<file path="src/rtl/alu_pkg.sv">
// ---------------------------------------------------------------------------
// alu_pkg : shared widths, loader state encodings and ALU select names
// Revision: 1.0
// ---------------------------------------------------------------------------
`default_nettype none

package alu_pkg;

    localparam int DW_DEFAULT = 4;
    localparam int SW_DEFAULT = 2;
    localparam int RW_DEFAULT = 8;

    localparam logic [1:0] C_ST_LOAD_A = 2'd0;
    localparam logic [1:0] C_ST_LOAD_B = 2'd1;
    localparam logic [1:0] C_ST_LOAD_S = 2'd2;
    localparam logic [1:0] C_ST_EXEC   = 2'd3;

    typedef enum logic [1:0] {
        LOAD_A = C_ST_LOAD_A,
        LOAD_B = C_ST_LOAD_B,
        LOAD_S = C_ST_LOAD_S,
        EXEC   = C_ST_EXEC
    } state_e;

    localparam logic [1:0] C_SEL_ADD = 2'd0;
    localparam logic [1:0] C_SEL_SUB = 2'd1;
    localparam logic [1:0] C_SEL_AND = 2'd2;
    localparam logic [1:0] C_SEL_OR  = 2'd3;

endpackage

`default_nettype wire

</file>
<file path="src/rtl/alu_operand_loader.sv">
// ---------------------------------------------------------------------------
// alu_operand_loader : sequences A, B, S off one entry bus, captures ALU result
// Revision: 1.0
// ---------------------------------------------------------------------------
`default_nettype none

module alu_operand_loader
    import alu_pkg::*;
#(
    parameter int DW = DW_DEFAULT,
    parameter int SW = SW_DEFAULT,
    parameter int RW = RW_DEFAULT
) (
    input  logic          clk,
    input  logic          rst,
    input  logic [DW-1:0] din,
    input  logic          load,
    input  logic          clear,
    output logic [DW-1:0] A_out,
    output logic [DW-1:0] B_out,
    output logic [SW-1:0] S_out,
    input  logic [RW-1:0] Y_in,
    output logic [RW-1:0] result,
    output logic          valid,
    output logic [1:0]    phase
);

    state_e        state_q, state_d;
    logic [DW-1:0] a_q, a_d;
    logic [DW-1:0] b_q, b_d;
    logic [SW-1:0] s_q, s_d;
    logic [RW-1:0] result_q, result_d;
    logic          valid_q, valid_d;

    always_ff @(posedge clk) begin
        if (rst) begin
            state_q  <= LOAD_A;
            a_q      <= '0;
            b_q      <= '0;
            s_q      <= '0;
            result_q <= '0;
            valid_q  <= 1'b0;
        end else begin
            state_q  <= state_d;
            a_q      <= a_d;
            b_q      <= b_d;
            s_q      <= s_d;
            result_q <= result_d;
            valid_q  <= valid_d;
        end
    end

    always_comb begin
        state_d  = state_q;
        a_d      = a_q;
        b_d      = b_q;
        s_d      = s_q;
        result_d = result_q;
        valid_d  = valid_q;

        if (clear) begin
            state_d  = LOAD_A;
            a_d      = '0;
            b_d      = '0;
            s_d      = '0;
            result_d = '0;
            valid_d  = 1'b0;
        end else begin
            case (state_q)
                LOAD_A: begin
                    // Starting a new entry leaves the old result visible but stale.
                    if (load) begin
                        a_d     = din;
                        valid_d = 1'b0;
                        state_d = LOAD_B;
                    end
                end
                LOAD_B: begin
                    if (load) begin
                        b_d     = din;
                        state_d = LOAD_S;
                    end
                end
                LOAD_S: begin
                    if (load) begin
                        s_d     = din[SW-1:0];
                        state_d = EXEC;
                    end
                end
                EXEC: begin
                    // One full cycle of settling for the ALU; load is dropped here.
                    result_d = Y_in;
                    valid_d  = 1'b1;
                    state_d  = LOAD_A;
                end
                default: state_d = LOAD_A;
            endcase
        end
    end

    assign A_out  = a_q;
    assign B_out  = b_q;
    assign S_out  = s_q;
    assign result = result_q;
    assign valid  = valid_q;
    assign phase  = state_q;

endmodule

`default_nettype wire

</file>
<file path="config.mk">
export PLATFORM = sky130hd
export DESIGN_NAME = alu_operand_loader
export DESIGN_NICKNAME = d
export VERILOG_FILES = /design/src/rtl/alu_pkg.sv /design/src/rtl/alu_operand_loader.sv
export SDC_FILE = /design/constraint.sdc
export NUM_CORES = 1
export LEC_CHECK = 0
export CORE_MARGIN = 4
export CORE_UTILIZATION = 46
export CTS_BUF_LIST = sky130_fd_sc_hd__clkbuf_4 sky130_fd_sc_hd__clkbuf_8
export DETAILED_ROUTE_END_ITERATION = 16
export HOLD_SLACK_MARGIN = 0.02
export PLACE_DENSITY = 0.86
export SYNTH_ARGS = -nofsm -noshare
export SYNTH_HDL_FRONTEND = slang
export SYNTH_SLANG_ARGS = --single-unit
</file>
<file path="constraint.sdc">
create_clock -name clk -period 2.3 [get_ports clk]
set_input_delay 0.46 -clock clk [delete_from_list [all_inputs] [get_ports clk]]
set_output_delay 0.46 -clock clk [all_outputs]
set_load 0.01 [all_outputs]
</file>
==> summary.txt, run 1 <==
Placement
  • Placer Congestion: 0.739
  • IO Port Bufs: 36
  • HPWL after DPL: 1470 um

Global routing
  • First-pass GRT wire length: 3280 um
  • Initial antenna violation count: 0
  • GRT Overall Usage: 0.163
  • Vias in the first global route: 698
  • Pin count of the biggest net entering global routing: 22
  • Grt ovf: 0

Routing
  • DR pass1 iterations: 4
  • Wirelength per Cell: 12.5 um
  • Via count: 738
  • DR WL met2: 976 um
  • Metal-1 WL: 841 um
  • WL met3: 88 um
  • Post-Route WL: 1920 um
  • Post-route ant nets: 0
  • Top sig layer: met4
  • DRC viols: 0
  • Vias per inst: 4.82
  • DRT iter0 DRCs: 9

Worst setup path
  • Setup crit end kind: output pin
  • Critical Path RT: 1.84 ns
  • Cell chain of the critical path: clkdlybuf4s50_1
  • Family with the most delay on the worst path: buffers and inverters
  • Crit-path max cell delay: 0.57 ns
  • Slowest CP cell: clkdlybuf4s50_1
  • Max FO, Critical Path: 4
  • Worst setup path startpoint: phase[0]
  • CP Class: reg2out
  • CP Launch Type: flip-flop
  • Worst EP arrival: 1.27 ns
  • R2R Path Start: phase[0]
  • WP buf/inv: 1

Logic synthesis
  • Mapped Cells: 93
  • Asr flop ratio synth: 0
  • Yosys Warn Count: 0
  • Syn nets: 113
  • Number of synthesized register bits: 21
  • Unique masters post-synth: 18
  • Register area share after synthesis: 0.484
  • Main synth FF type: dfxtp_1
  • Cell Area, Synth: 868 um^2
  • Synthesized area per cell: 9.34 um^2
  • EDFF count, synth: 0

Final layout
  • Most frequent cells in the layout: clkdlybuf4s50_1 (36), dfxtp_1 (21), nand2_1 (13), a21oi_1 (11), nand3_1 (10)
  • Commonest non-fill, non-tap cell in the layout: clkdlybuf4s50_1
  • Fill cell count: 155
  • # diodes: 0
  • Storage element area: 420 um^2
  • Area growth syn-to-layout: 44.7%
  • Area of the multi-input gates: 398 um^2
  • Fin nets: 149
  • Layout cells sized above 1: 0.0781

Timing
  • Final setup violating endpoints: 0
  • Max-slew headroom: 0.661
  • Fmax: 577 MHz
  • Fin Setup TNS: 0 ns
  • Fin. max-slew vios: 0
  • Final hold violation count: 0
  • Clk_skew: 0.00537 ns
  • Fin crit period: 1.73 ns
  • RSZ-0062 raised after global routing: no
  • Tcrit/Tclk final: 0.753
  • Slew @ Worst Pin: 0.509 ns

Floorplanning
  • Die Ht: 51.4 um
  • Die area: 2650 um^2
  • Rows: 15
  • Std-Cell Core Area: 1760 um^2
  • Width of the die: 51.4 um
  • Starting Density: 0.492
  • Top-Level Pins: 37

Clock tree
  • Post-CTS setup buffer count: 0
  • Clk Latency, worst-skew pair: 0.30 ns
  • CTS max path bufs: 2
  • Clock slew at reported path FFs: 0.12 ns
  • H-tree Lvls: 1
  • CTS tree: built
  • Clock Sinks: 21
  • CTS buffer count: 3
  • Post-cts hold buffer count: 0
  • CTS root buf: clkbuf_4
  • Post_cts resized: 0

Pwr
  • VDD IR max: 0.000354 V
  • Total power draw: 0.000620 W
  • PD cells: 494 nW/um^2
  • Leak: 0.426 nW

Hold path
  • Min-Delay Path Class: reg2reg
  • HP Start: A_out[3]

Status
  • Run status: finished, final reports clean

Job
  • Max_cap viols: 0
registers in the layout, indices dropped and copies added, names as in the netlist:
register,flops
valid,1
result,8
A_out,4
phase,2
B_out,4
S_out,2
cells in the mapped netlist (all sizes together) (2+ instances only):
cell    count  share of area
a211oi      2          0.023
a21oi      11          0.063
buf         6          0.045
dfxtp      21           0.48
ha          4          0.058
inv         3          0.013
mux2i       8          0.092
nand2      13          0.056
nand3      10          0.058
nor2        9          0.039
nor3        2          0.023
path summary, 6_finish.rpt:
kind	slack, ns	endpoint	cells after the start
setup / recovery	0.57	phase[0]	1
hold reg to reg	0.46	A_out[3]	2
setup reg to reg	0.88	phase[1]	5
hold / removal	0.46	A_out[3]	2
layout make-up:
class	instances	area share
Timing Repair Buffer	37	0.293
Inverter	3	0.00896
Multi-Input combinational cell	63	0.317
Clock buffer	3	0.0179
Tap cell	25	0.0249
Sequential cell	21	0.335
Clock inverter	1	0.00398
metrics by stage:
stage	area, um^2	worst slack (ns)	hold slack [ns]	util	cells
after CTS	1260	0.558	0.464	0.712	153
after floorplan	868	0.991	0.479	-	93
final	1260	0.568	0.461	0.712	153
after global placement	1230	0.575	0.442	0.696	149
after global routing	1260	0.501	0.488	0.712	153
after detailed placement	1230	0.495	0.448	0.696	149
kinds of logic (layout without fill, tap and decap cells):
family                     Yosys count  in the layout  share of synthesized area
and+or+nand+nor                     36             36                      0.195
DFF                                 21             21                      0.484
AOI/OAI and AO/OA                   15             15                      0.114
buffers and inverters                9             44                     0.0576
muxes                                8              8                     0.0922
adders and majority gates            4              4                     0.0576
per-layer routing:
layer / vias up / GRT usage
met5: - / 0
met3: 2 / 0.0437
met2: 18 / 0.256
li1: 382 / -
met1: 336 / 0.216
met4: 0 / 0.0524
power by group:
group	internal [W]	switching, W
Combinational	0.0000413	0.0000343
Clock	0.0000647	0.000109
Sequential	0.000368	0.00000287
worst reg2reg max path, cell delays in order (launching register included):
cell	delay, ns
dfxtp_1	0.41
inv_1	0.11
ha_1	0.31
nor3_2	0.29
o211ai_1	0.13
o41ai_2	0.08
(Power assumes the default switching activity.)
==> inputs of run 2 (changes only) <==
--- a/config.mk
+++ b/config.mk
@@ -6,11 +6,11 @@
 export NUM_CORES = 1
 export LEC_CHECK = 0
 export CORE_MARGIN = 4
-export CORE_UTILIZATION = 46
+export CORE_UTILIZATION = 39
 export CTS_BUF_LIST = sky130_fd_sc_hd__clkbuf_4 sky130_fd_sc_hd__clkbuf_8
 export DETAILED_ROUTE_END_ITERATION = 16
 export HOLD_SLACK_MARGIN = 0.02
-export PLACE_DENSITY = 0.86
+export PLACE_DENSITY = 0.78
 export SYNTH_ARGS = -nofsm -noshare
 export SYNTH_HDL_FRONTEND = slang
 export SYNTH_SLANG_ARGS = --single-unit
==> constraint.sdc (replaced) <==
create_clock -name clk -period 1.5 [get_ports clk]
set_input_delay 0.3 -clock clk [delete_from_list [all_inputs] [get_ports clk]]
set_output_delay 0.3 -clock clk [all_outputs]
set_load 0.01 [all_outputs]
==> run 2 against run 1 <==
  * Non-clock buffer count increased by 5
  * Largest power group unchanged
  * First-iteration DRC count grew 56%
  * Via count increased by 3.3%
  * Critical endpoint is now S_out[1]
  * Setup slack got worse by 0.54 ns
  * Critical path type unchanged
==> summary.txt, run 2 (synthesis results as in run 1) <==
Timing
  • RSZ-0062 raised after global routing: no
  • Fin Setup TNS: 0 ns
  • Max-slew headroom: 0.800
  • Fin crit period: 1.47 ns
  • Slew @ Worst Pin: 0.301 ns
  • Worst hold slack: 0.460 ns
  • Clk_skew: 0.00252 ns
  • Final setup violating endpoints: 0
  • Final hold violation count: 0
  • Tcrit/Tclk final: 0.980
  • Fmax: 681 MHz
  • Fin. max-slew vios: 0

Global routing
  • GRT Overall Usage: 0.146
  • Initial antenna violation count: 0
  • First-pass GRT wire length: 3120 um
  • Grt ovf: 0
  • Vias in the first global route: 735
  • Pin count of the biggest net entering global routing: 13

Hold path
  • HP Start: A_out[2]
  • Min-Delay Path Class: reg2reg
  • Hold Path Depth: 2
  • Hold Path End: A_out[2]

Floorplanning
  • Die area: 3050 um^2
  • Die Ht: 55.2 um
  • Starting Density: 0.425
  • Width of the die: 55.2 um
  • Rows: 16
  • Top-Level Pins: 37
  • Std-Cell Core Area: 2040 um^2

Routing
  • DRT iter0 DRCs: 14
  • Via count: 762
  • DRC viols: 0
  • Wirelength per Cell: 12.7 um
  • Vias per inst: 4.76
  • Post-Route WL: 2020 um
  • DR pass1 iterations: 4
  • Post-route ant nets: 0

Clock tree
  • Clock Sinks: 21
  • CTS root buf: clkbuf_4
  • Post-cts hold buffer count: 0
  • H-tree Lvls: 1
  • CTS tree: built
  • Clk Latency, worst-skew pair: 0.29 ns
  • Post-CTS setup buffer count: 0
  • CTS buffer count: 3
  • Clock slew at reported path FFs: 0.11 ns
  • CTS max path bufs: 2

Placement
  • HPWL after DPL: 1640 um
  • IO Port Bufs: 36
  • Placer Congestion: 0.807

Worst setup path
  • Critical Path RT: 1.20 ns
  • Setup crit end kind: output pin
  • CP Class: reg2out
  • Crit-path max cell delay: 0.53 ns
  • R2r worst-path depth: 5
  • Cell chain of the critical path: clkdlybuf4s50_1
  • Worst setup path startpoint: S_out[1]
  • Worst EP arrival: 1.17 ns
  • Slowest CP cell: clkdlybuf4s50_1
  • R2R Path Start: phase[1]
  • Max FO, Critical Path: 2
  • WP buf/inv: 1
  • Setup slack, reg-to-reg: 0.15 ns
  • R2R Path End: valid
  • CP Launch Type: flip-flop
  • Family with the most delay on the worst path: buffers and inverters

Final layout
  • Fill cell count: 189
  • Utilization after layout: 0.642
  • Fin nets: 154
  • Max reg flops: 8
  • Most frequent cells in the layout: dfxtp_1 (19), clkdlybuf4s50_1 (16), nand2_1 (13), a21oi_1 (11)
  • # diodes: 0
  • Commonest non-fill, non-tap cell in the layout: dfxtp_1
  • Area growth syn-to-layout: 51.0%
  • Layout cells sized above 1: 0.128

Pwr
  • VDD IR max: 0.000406 V
  • PD cells: 728 nW/um^2
  • Sequential Power Share: 0.596
  • Sw Ratio: 0.234
  • Switch Pwr: 0.000224 W
  • Leak: 0.682 nW
  • Clock power frac: 0.276
  • Combinational Power Share: 0.128
  • Cell Int Power: 0.000731 W

Status
  • Run status: finished, final reports clean

Job
  • Max_cap viols: 0
[run 2: timing repair]
item                       4_1_cts  5_1_grt
gates resized for setup         12       10
gates cloned                     0        0
setup endpoints to repair       10       10
[run 2: per-layer routing]
layer,global-route usage,vias up,part of all wire
met5,0,-,0
met4,0.0850,0,0.022
met3,0.0268,4,0.049
met2,0.258,19,0.51
met1,0.162,345,0.41
li1,-,394,-
[run 2: worst reg2reg max path: cells and delay by family (launching register included)]
kind | cells | cell delay, ns
AOI/OAI and AO/OA | 1 | 0.21
adders and majority gates | 1 | 0.35
buffers and inverters | 1 | 0.11
DFF | 1 | 0.35
and+or+nand+nor | 2 | 0.24
[run 2: through the flow]
stage | power [W] | setup WS [ns] | area (um^2) | cells
detailed placement | 0.000706 | 0.0158 | 1270 | 156
floorplan | 0.000637 | 0.191 | 868 | 93
global placement | 0.000703 | 0.0594 | 1270 | 156
finish | 0.000954 | 0.0306 | 1310 | 160
global route | 0.00100 | 0.0000199 | 1310 | 160
CTS | 0.000972 | 0.000219 | 1290 | 160
[run 2: power groups by stage]
stage / registers, W / clock network (W) / logic, W
after global placement: 0.000581 / 0 / 0.000122
final: 0.000569 / 0.000264 / 0.000122
after global routing: 0.000570 / 0.000297 / 0.000134
after floorplan: 0.000584 / 0 / 0.0000528
after CTS: 0.000569 / 0.000280 / 0.000123
after detailed placement: 0.000581 / 0 / 0.000125
[run 2: layout make-up]
cell class / count / area, um^2 / share of cell area
Clock buffer: 3 / 22.5 / 0.0172
Clock inverter: 1 / 5.00 / 0.00382
Inverter: 3 / 11.3 / 0.00859
Multi-Input combinational cell: 63 / 398 / 0.303
Sequential cell: 21 / 423 / 0.323
Tap cell: 27 / 33.8 / 0.0258
Timing Repair Buffer: 42 / 418 / 0.319
[run 2: how the worst max path moves through the flow]
stage               end  depth (start not counted)
2_1_floorplan  phase[1]                          6
3_3_place_gp   B_out[1]                          5
3_5_place_dp   B_out[0]                          5
4_1_cts        B_out[3]                          1
5_1_grt        S_out[1]                          1
6_report       S_out[1]                          1
==> inputs of run 3 (changes only) <==
--- a/config.mk
+++ b/config.mk
@@ -9,6 +9,7 @@
 export CORE_UTILIZATION = 39
 export CTS_BUF_LIST = sky130_fd_sc_hd__clkbuf_4 sky130_fd_sc_hd__clkbuf_8
 export DETAILED_ROUTE_END_ITERATION = 16
+export GPL_TIMING_DRIVEN = 0
 export HOLD_SLACK_MARGIN = 0.02
 export PLACE_DENSITY = 0.78
 export SYNTH_ARGS = -nofsm -noshare
==> run 3 against run 2 <==
  * Via count up 0.13%
  * First-iteration DRC count shrank 7.1%
  * Combinational power fell by 5%
  * Critical endpoint is now phase[1]
  * Largest power group unchanged
==> summary.txt, run 3 (synthesis results as in run 1) <==
Routing
  • DRC viols: 0
  • Wirelength per Cell: 12.5 um
  • Vias per inst: 4.80
  • DR pass1 iterations: 4
  • Post-Route WL: 1980 um
  • Post-route ant nets: 0
  • DRT iter0 DRCs: 13
  • Via count: 763

Pwr
  • Clock power frac: 0.284
  • Sequential Power Share: 0.595
  • VDD IR max: 0.000523 V
  • Combinational Power Share: 0.121
  • PD cells: 733 nW/um^2
  • Leak: 0.721 nW
  • Switch Pwr: 0.000230 W
  • Cell Int Power: 0.000727 W
  • Total power draw: 0.000957 W
  • Sw Ratio: 0.240

Floorplanning
  • Die area: 3050 um^2
  • Rows: 16
  • Top-Level Pins: 37
  • Die Ht: 55.2 um
  • Std-Cell Core Area: 2040 um^2
  • Width of the die: 55.2 um
  • Starting Density: 0.425

Placement
  • IO Port Bufs: 35
  • Placer Congestion: 0.728
  • Placed Instance Area: 1250 um^2
  • HPWL after DPL: 1550 um
  • Placed cells: 155

Global routing
  • Vias in the first global route: 724
  • GRT Overall Usage: 0.140
  • Pin count of the biggest net entering global routing: 13
  • First-pass GRT wire length: 3080 um
  • Grt ovf: 0
  • Initial antenna violation count: 0

Clock tree
  • CTS tree: built
  • Clk Latency, worst-skew pair: 0.30 ns
  • CTS max path bufs: 2
  • Post_cts resized: 10
  • CTS root buf: clkbuf_4
  • Clock Sinks: 21
  • Clock slew at reported path FFs: 0.12 ns
  • CTS buffer count: 3
  • H-tree Lvls: 1
  • Post-cts hold buffer count: 0
  • Post-CTS setup buffer count: 0

Worst setup path
  • CP Class: reg2reg
  • Setup crit end kind: flip-flop
  • Worst EP arrival: 1.54 ns
  • CP Launch Type: flip-flop
  • Critical Path RT: 1.71 ns
  • Max FO, Critical Path: 8

Timing
  • Slew @ Worst Pin: 0.258 ns
  • Worst hold slack: 0.288 ns
  • Max-slew headroom: 0.827
  • Final hold violation count: 0
  • Clk_skew: 0.00840 ns
  • Fin crit period: 1.34 ns
  • Tcrit/Tclk final: 0.891
  • Fmax: 748 MHz
  • Final setup violating endpoints: 0
  • RSZ-0062 raised after global routing: no
  • Fin Setup TNS: 0 ns
  • Fin. max-slew vios: 0

Final layout
  • Commonest non-fill, non-tap cell in the layout: dfxtp_1
  • Max reg flops: 8
  • Most frequent cells in the layout: dfxtp_1 (19), clkdlybuf4s50_1 (14), nand2_1 (13), dlymetal6s2s_1 (13), a21oi_1 (11)
  • # diodes: 0
  • Storage element area: 423 um^2
  • Fill cell count: 185
  • Layout cells sized above 1: 0.129
  • Fin cells: 159
  • Area of the multi-input gates: 398 um^2
  • Fin nets: 153
  • Post-Layout Inst Area: 1310 um^2
  • Area growth syn-to-layout: 50.3%

Job
  • Max_cap viols: 0

Status
  • Run status: finished, final reports clean

Hold path
  • Min-Delay Path Class: in2reg
-- run 3: area by class of cell --
cell class	instances	share of cell area
Timing Repair Buffer	35	0.286
Sequential cell	21	0.324
Clock buffer	3	0.0173
Buffer	6	0.0297
Tap cell	27	0.0259
Clock inverter	1	0.00384
Inverter	3	0.00863
Multi-Input combinational cell	63	0.305
-- run 3: through the flow --
| step | util | setup WS (ns) |
|---|---|---|
| CTS | 0.623 | 0.000887 |
| global placement | 0.613 | 0.122 |
| finish | 0.639 | 0.164 |
| floorplan | - | 0.191 |
| global route | 0.639 | 0.0882 |
| detailed placement | 0.613 | 0.0960 |
-- run 3: critical path, stage by stage (launching register included) --
cell and delay [ns]:
dfxtp_2 0.39, inv_1 0.09, ha_1 0.19, buf_2 0.16, nor3_2 0.24, o211ai_1 0.12
o41ai_2 0.06
-- run 3: worst paths after layout --
check,start,end,slack [ns],cells after the start
setup / recovery,phase[0],phase[1],0.16,6
hold / removal,load,phase[1],0.29,2
setup reg to reg,phase[0],phase[1],0.16,6
hold reg to reg,A_out[3],A_out[3],0.46,2
-- run 3: routing by layer --
metal	vias up	global-route usage	wire, um
li1	393	-	-
met1	355	0.169	863
met2	13	0.242	1030
met3	2	0.0161	63
met4	0	0.0729	27
met5	-	0	0
-- run 3: power groups by stage --
stage	clock, W	combinational [W]	sequential, W
after floorplan	0	0.0000528	0.000584
after global placement	0	0.000117	0.000581
after detailed placement	0	0.000119	0.000581
after CTS	0.000276	0.000118	0.000569
after global routing	0.000299	0.000127	0.000570
final	0.000272	0.000116	0.000569
==> edit 1, RTL diff (flow settings as in run 3) <==
Put one more register stage on the output `phase`, cleared by the reset. The value now appears one clock later. The other outputs are not delayed to match.
--- a/src/rtl/alu_operand_loader.sv
+++ b/src/rtl/alu_operand_loader.sv
@@ -105,3 +105,9 @@
     assign valid  = valid_q;
-    assign phase  = state_q;
+    always_ff @(posedge clk) begin
+        if (rst) begin
+            phase <= '0;
+        end else begin
+            phase <= state_q;
+        end
+    end
 
Check against the original RTL: not equivalent (Yosys sat finds a counterexample within 4 cycles, from zero or initial values and one cycle with rst high).
==> edit 1 against run 3 <==
  * Sequential cell count grew 2
  * Synthesized area grew 5.5%
  * Synthesized cell count grew 4.3%
  * Worst setup slack lost 110 ps
  * Clock skew shrank 4.7 ps
  * Largest cell class unchanged
  * First-iteration DRC count shrank 31%
  * Power grew 5.2%
  * Critical path type is now reg -> out
  * Global-route usage shrank 1.5 points
  * Register-to-register slack lost 20 ps
  * Wire length shrank 3.9%
  * Critical endpoint is now phase[0]
  * Die area grew 4.7%
  * Worst hold slack gained 17 ps
  * Final area grew 3.2%
==> edit 1: results (changes against run 3) <==
M2 GR Usage: 20.8% (-3.4 points)
Slew @ Worst Pin: 267 ps (+8.97 ps)
grt met3 use: 3.22% (+1.6 points)
fin cells: 164 (+3.1%)
Compound-Gate Fraction of Synth Area: 10.8% (-0.59 points)
Adder-Cell Fraction of Synth Area: 5.46% (-0.30 points)
Worst Skew: 3.70 ps (-4.70 ps)
vias in the first global route: 780 (+7.7%)
P_leak: 0.704 nW (-2.4%)
met3 wire length: 87 um (+38%)
Final nets: 157 (+2.6%)
dpl hpwl: 1560 um (+0.65%)
largest net degree at the start of global routing: 14 (+1)
Max Fanout on Critical Path: 1 (-7)
DR iter-0 viols: 9 (-4)
status: complete, no violations
Reg power frac: 61.9% (+2.4 points)
CP Data Arrival Time: 1150 ps (-390 ps)
M1 GR Usage: 16.2% (-0.79 points)
wire length on met2: 918 um (-11%)
Synth Area per Inst: 9.44 um^2 (+1.1%)
CP max stage delay: 530 ps (+140 ps)
Via Count: 774 (+1.4%)
syn nets: 117 (+3.5%)
Post-Place Worst Slack: 68.2 ps (-27.8 ps)
clock group total power: 0.267 mW (-2%)
first-pass GRT wire length: 3330 um (+8.1%)
GP Congestion: 0.709 (-2.6%)
Resized cells post-CTS: 8 (-2)
CP delay by family, top: buffers and inverters
-- edit 1: cell count changes in the layout (fill, tap and decap cells not counted) --
cell             before  now
dfxtp_1              19   23
dfxtp_2               2    0
dlymetal6s2s_1       13   11
nor2_1                9   11
clkdlybuf4s50_1      14   16
-- edit 1: cell type report --
| type | count | area (um^2) |
|---|---|---|
| plain buffers | 6 | 38.8 |
| multi-input cells | 65 | 405 |
| inverters | 3 | 11.3 |
| well taps | 28 | 35.0 |
| clock buffers | 3 | 22.5 |
| clock inverters | 1 | 5.00 |
| flip-flops and latches | 23 | 460 |
| fillers | 209 | 887 |
| repair buffers | 35 | 368 |
-- edit 1: worst paths after layout --
check / startpoint / end / slack [ps] / depth (start not counted)
min reg2reg: S_out[1] / S_out[1] / 460 / 2
min: load / state_q[1] / 310 / 2
max: phase[0] / phase[0] / 50 / 1
max reg2reg: state_q[0] / state_q[1] / 140 / 6
==> edit 2, RTL diff (config.mk and constraints of run 3) <==
Made on the original files. The package constant `RW_DEFAULT` goes from 8 to 4.
--- a/src/rtl/alu_pkg.sv
+++ b/src/rtl/alu_pkg.sv
@@ -10,3 +10,3 @@
     localparam int SW_DEFAULT = 2;
-    localparam int RW_DEFAULT = 8;
+    localparam int RW_DEFAULT = 4;
 
Interface: changed (resized Y_in and result); port bits go from 37 to 29. The function was not compared with the original's and may differ.
==> edit 2 against run 3 <==
  * Final area fell by 16%
  * Non-clock buffer count down 8
  * Worst hold slack gained 23 ps
  * Cell count is 14% lower
  * Global-route usage shrank 0.17 points
  * Worst setup slack improved by 14 ps
  * Synthesized area is 17% lower
  * Count of clock-buffer cells in the layout increased by 1
  * First-iteration DRC count down 62%
  * Power decreased by 13%
  * Die area fell by 14%
  * Sequential cell count shrank 4
  * Wire length shrank 15%
  * Critical path type unchanged
  * Highest routed layer unchanged
==> edit 2: results (changes against run 3) <==
routed len/inst: 12.4 um (-0.83%)
count of cell types in the netlist: 18 (unchanged)
port bufs: 27 (-23%)
DR iter-0 viols: 5 (-8)
Via Count: 647 (-15%)
largest cells by area after synthesis: dfxtp_1 (47%), ha_1 (6.9%), nand3_1 (6.9%)
Hold Crit Start: load
worst reg2reg startpoint: phase[1]
Initial DRT Pass Iterations: 5 (+1)
P_leak: 0.651 nW (-9.7%)
GRT Overall Usage: 13.8% (-0.17 points)
cell depth of the worst flop-to-flop path: 6 (unchanged)
ant diodes: 0 (unchanged)
fillers: 164 (-11%)
top_reg_cell synth: dfxtp_1
worst hold path stage count: 2 (unchanged)
Async SR Flop Fraction: 0% (unchanged)
reg2reg end: phase[1]
GP Congestion: 0.797 (+9.5%)
CP Data Arrival Time: 1520 ps (-20 ps)
Worst Hold End: phase[1]
Worst Skew: 9.63 ps (+1.23 ps)
Slew @ Worst Pin: 249 ps (-8.59 ps)
peak supply drop: 699 uV (+34%)
first-pass GRT wire length: 2640 um (-14%)
post-synthesis sequential area ratio: 47.0% (-1.4 points)
CTS buffer count: 3 (unchanged)
CTS Buffer Depth: 2 (unchanged)
footprint of the multi-input gates: 335 um^2 (-16%)
initial antenna violation count: 0 (unchanged)
Total Wirelength: 1680 um (-15%)
Congestion Overflow GR: 0 (unchanged)
largest net degree at the start of global routing: 11 (-2)
htree depth: 1 (unchanged)
postcts setup bufs: 0 (unchanged)
CTS root buf: clkbuf_4
dpl hpwl: 1220 um (-21%)
Post-Place Worst Slack: 21.0 ps (-75.0 ps)
clk_lat worst skew: 300 ps (about the same)
Synth Area per Inst: 9.06 um^2 (-3.0%)
vias in the first global route: 627 (-13%)
Max Fanout on Critical Path: 8 (unchanged)
syn nets: 96 (-15%)
WHS: 311 ps (+22.8 ps)
hold crit path type: in -> reg
status: complete, no violations
share of layout cells above drive strength 1: 13.5% (+0.63 points)
worst setup margin: 178 ps (+14.4 ps)
DP Area: 0.00103 mm^2 (-18%)
setup violators final: 0 (unchanged)
Cells after DPL: 132 (-15%)
synth cell count leaders: dfxtp_1 (17), nand2_1 (13), nand3_1 (10)
clock slew at reported path FFs: 90 ps (-30 ps)
Synth Warn #: 0 (unchanged)
edit 2: routing by layer:
metal | GRT usage [%] | up-vias | routed length (um)
li1 | - | 335 | -
met1 | 13.8 | 285 | 659
met2 | 24.2 | 25 | 850
met3 | 7.87 | 2 | 160
met4 | 4.04 | 0 | 12
met5 | 0 | - | 0
edit 2: cells by family (layout without fill, tap and decap cells):
logic type	after synthesis	after routing	synth area share, %
AND/OR/NAND/NOR	30	30	17.8
flip-flops	17	17	47.0
AO/OA/AOI/OAI	16	16	15.4
buffers and inverters	9	40	7.43
adder cells (fa/ha/maj)	4	4	6.91
multiplexers	4	4	5.53
edit 2: timing repair:
action / 4_1_cts / 5_1_grt
gates resized for setup: 4 / 15
setup endpoints to repair: 3 / 15
pin swaps: 0 / 0
edit 2: worst max-delay path by stage:
| stage | endpoint | start |
|---|---|---|
| after CTS | valid | valid |
| after global placement | phase[1] | clear |
| after detailed placement | phase[1] | clear |
| final | phase[1] | phase[1] |
| after floorplan | phase[1] | phase[0] |
| after global routing | phase[1] | phase[1] |
edit 2: cell type report:
| cell class | instances | area share [%] |
|---|---|---|
| Multi-Input combinational cell | 54 | 30.7 |
| Inverter | 3 | 1.03 |
| Clock buffer | 4 | 2.75 |
| Sequential cell | 17 | 31.2 |
| Timing Repair Buffer | 27 | 27.6 |
| Tap cell | 25 | 2.86 |
| Buffer | 6 | 3.89 |
edit 2: worst max-delay path: stages, from the launching register on:
cell and delay [ps]:
dfxtp_1 380, inv_1 90, ha_1 180, buf_2 160, nor3_2 240, o211ai_1 120
o41ai_2 60
edit 2: where the power goes:
group	internal, mW	switching, mW
logic	0.0518	0.0492
registers	0.458	0.00399
clock network	0.122	0.149
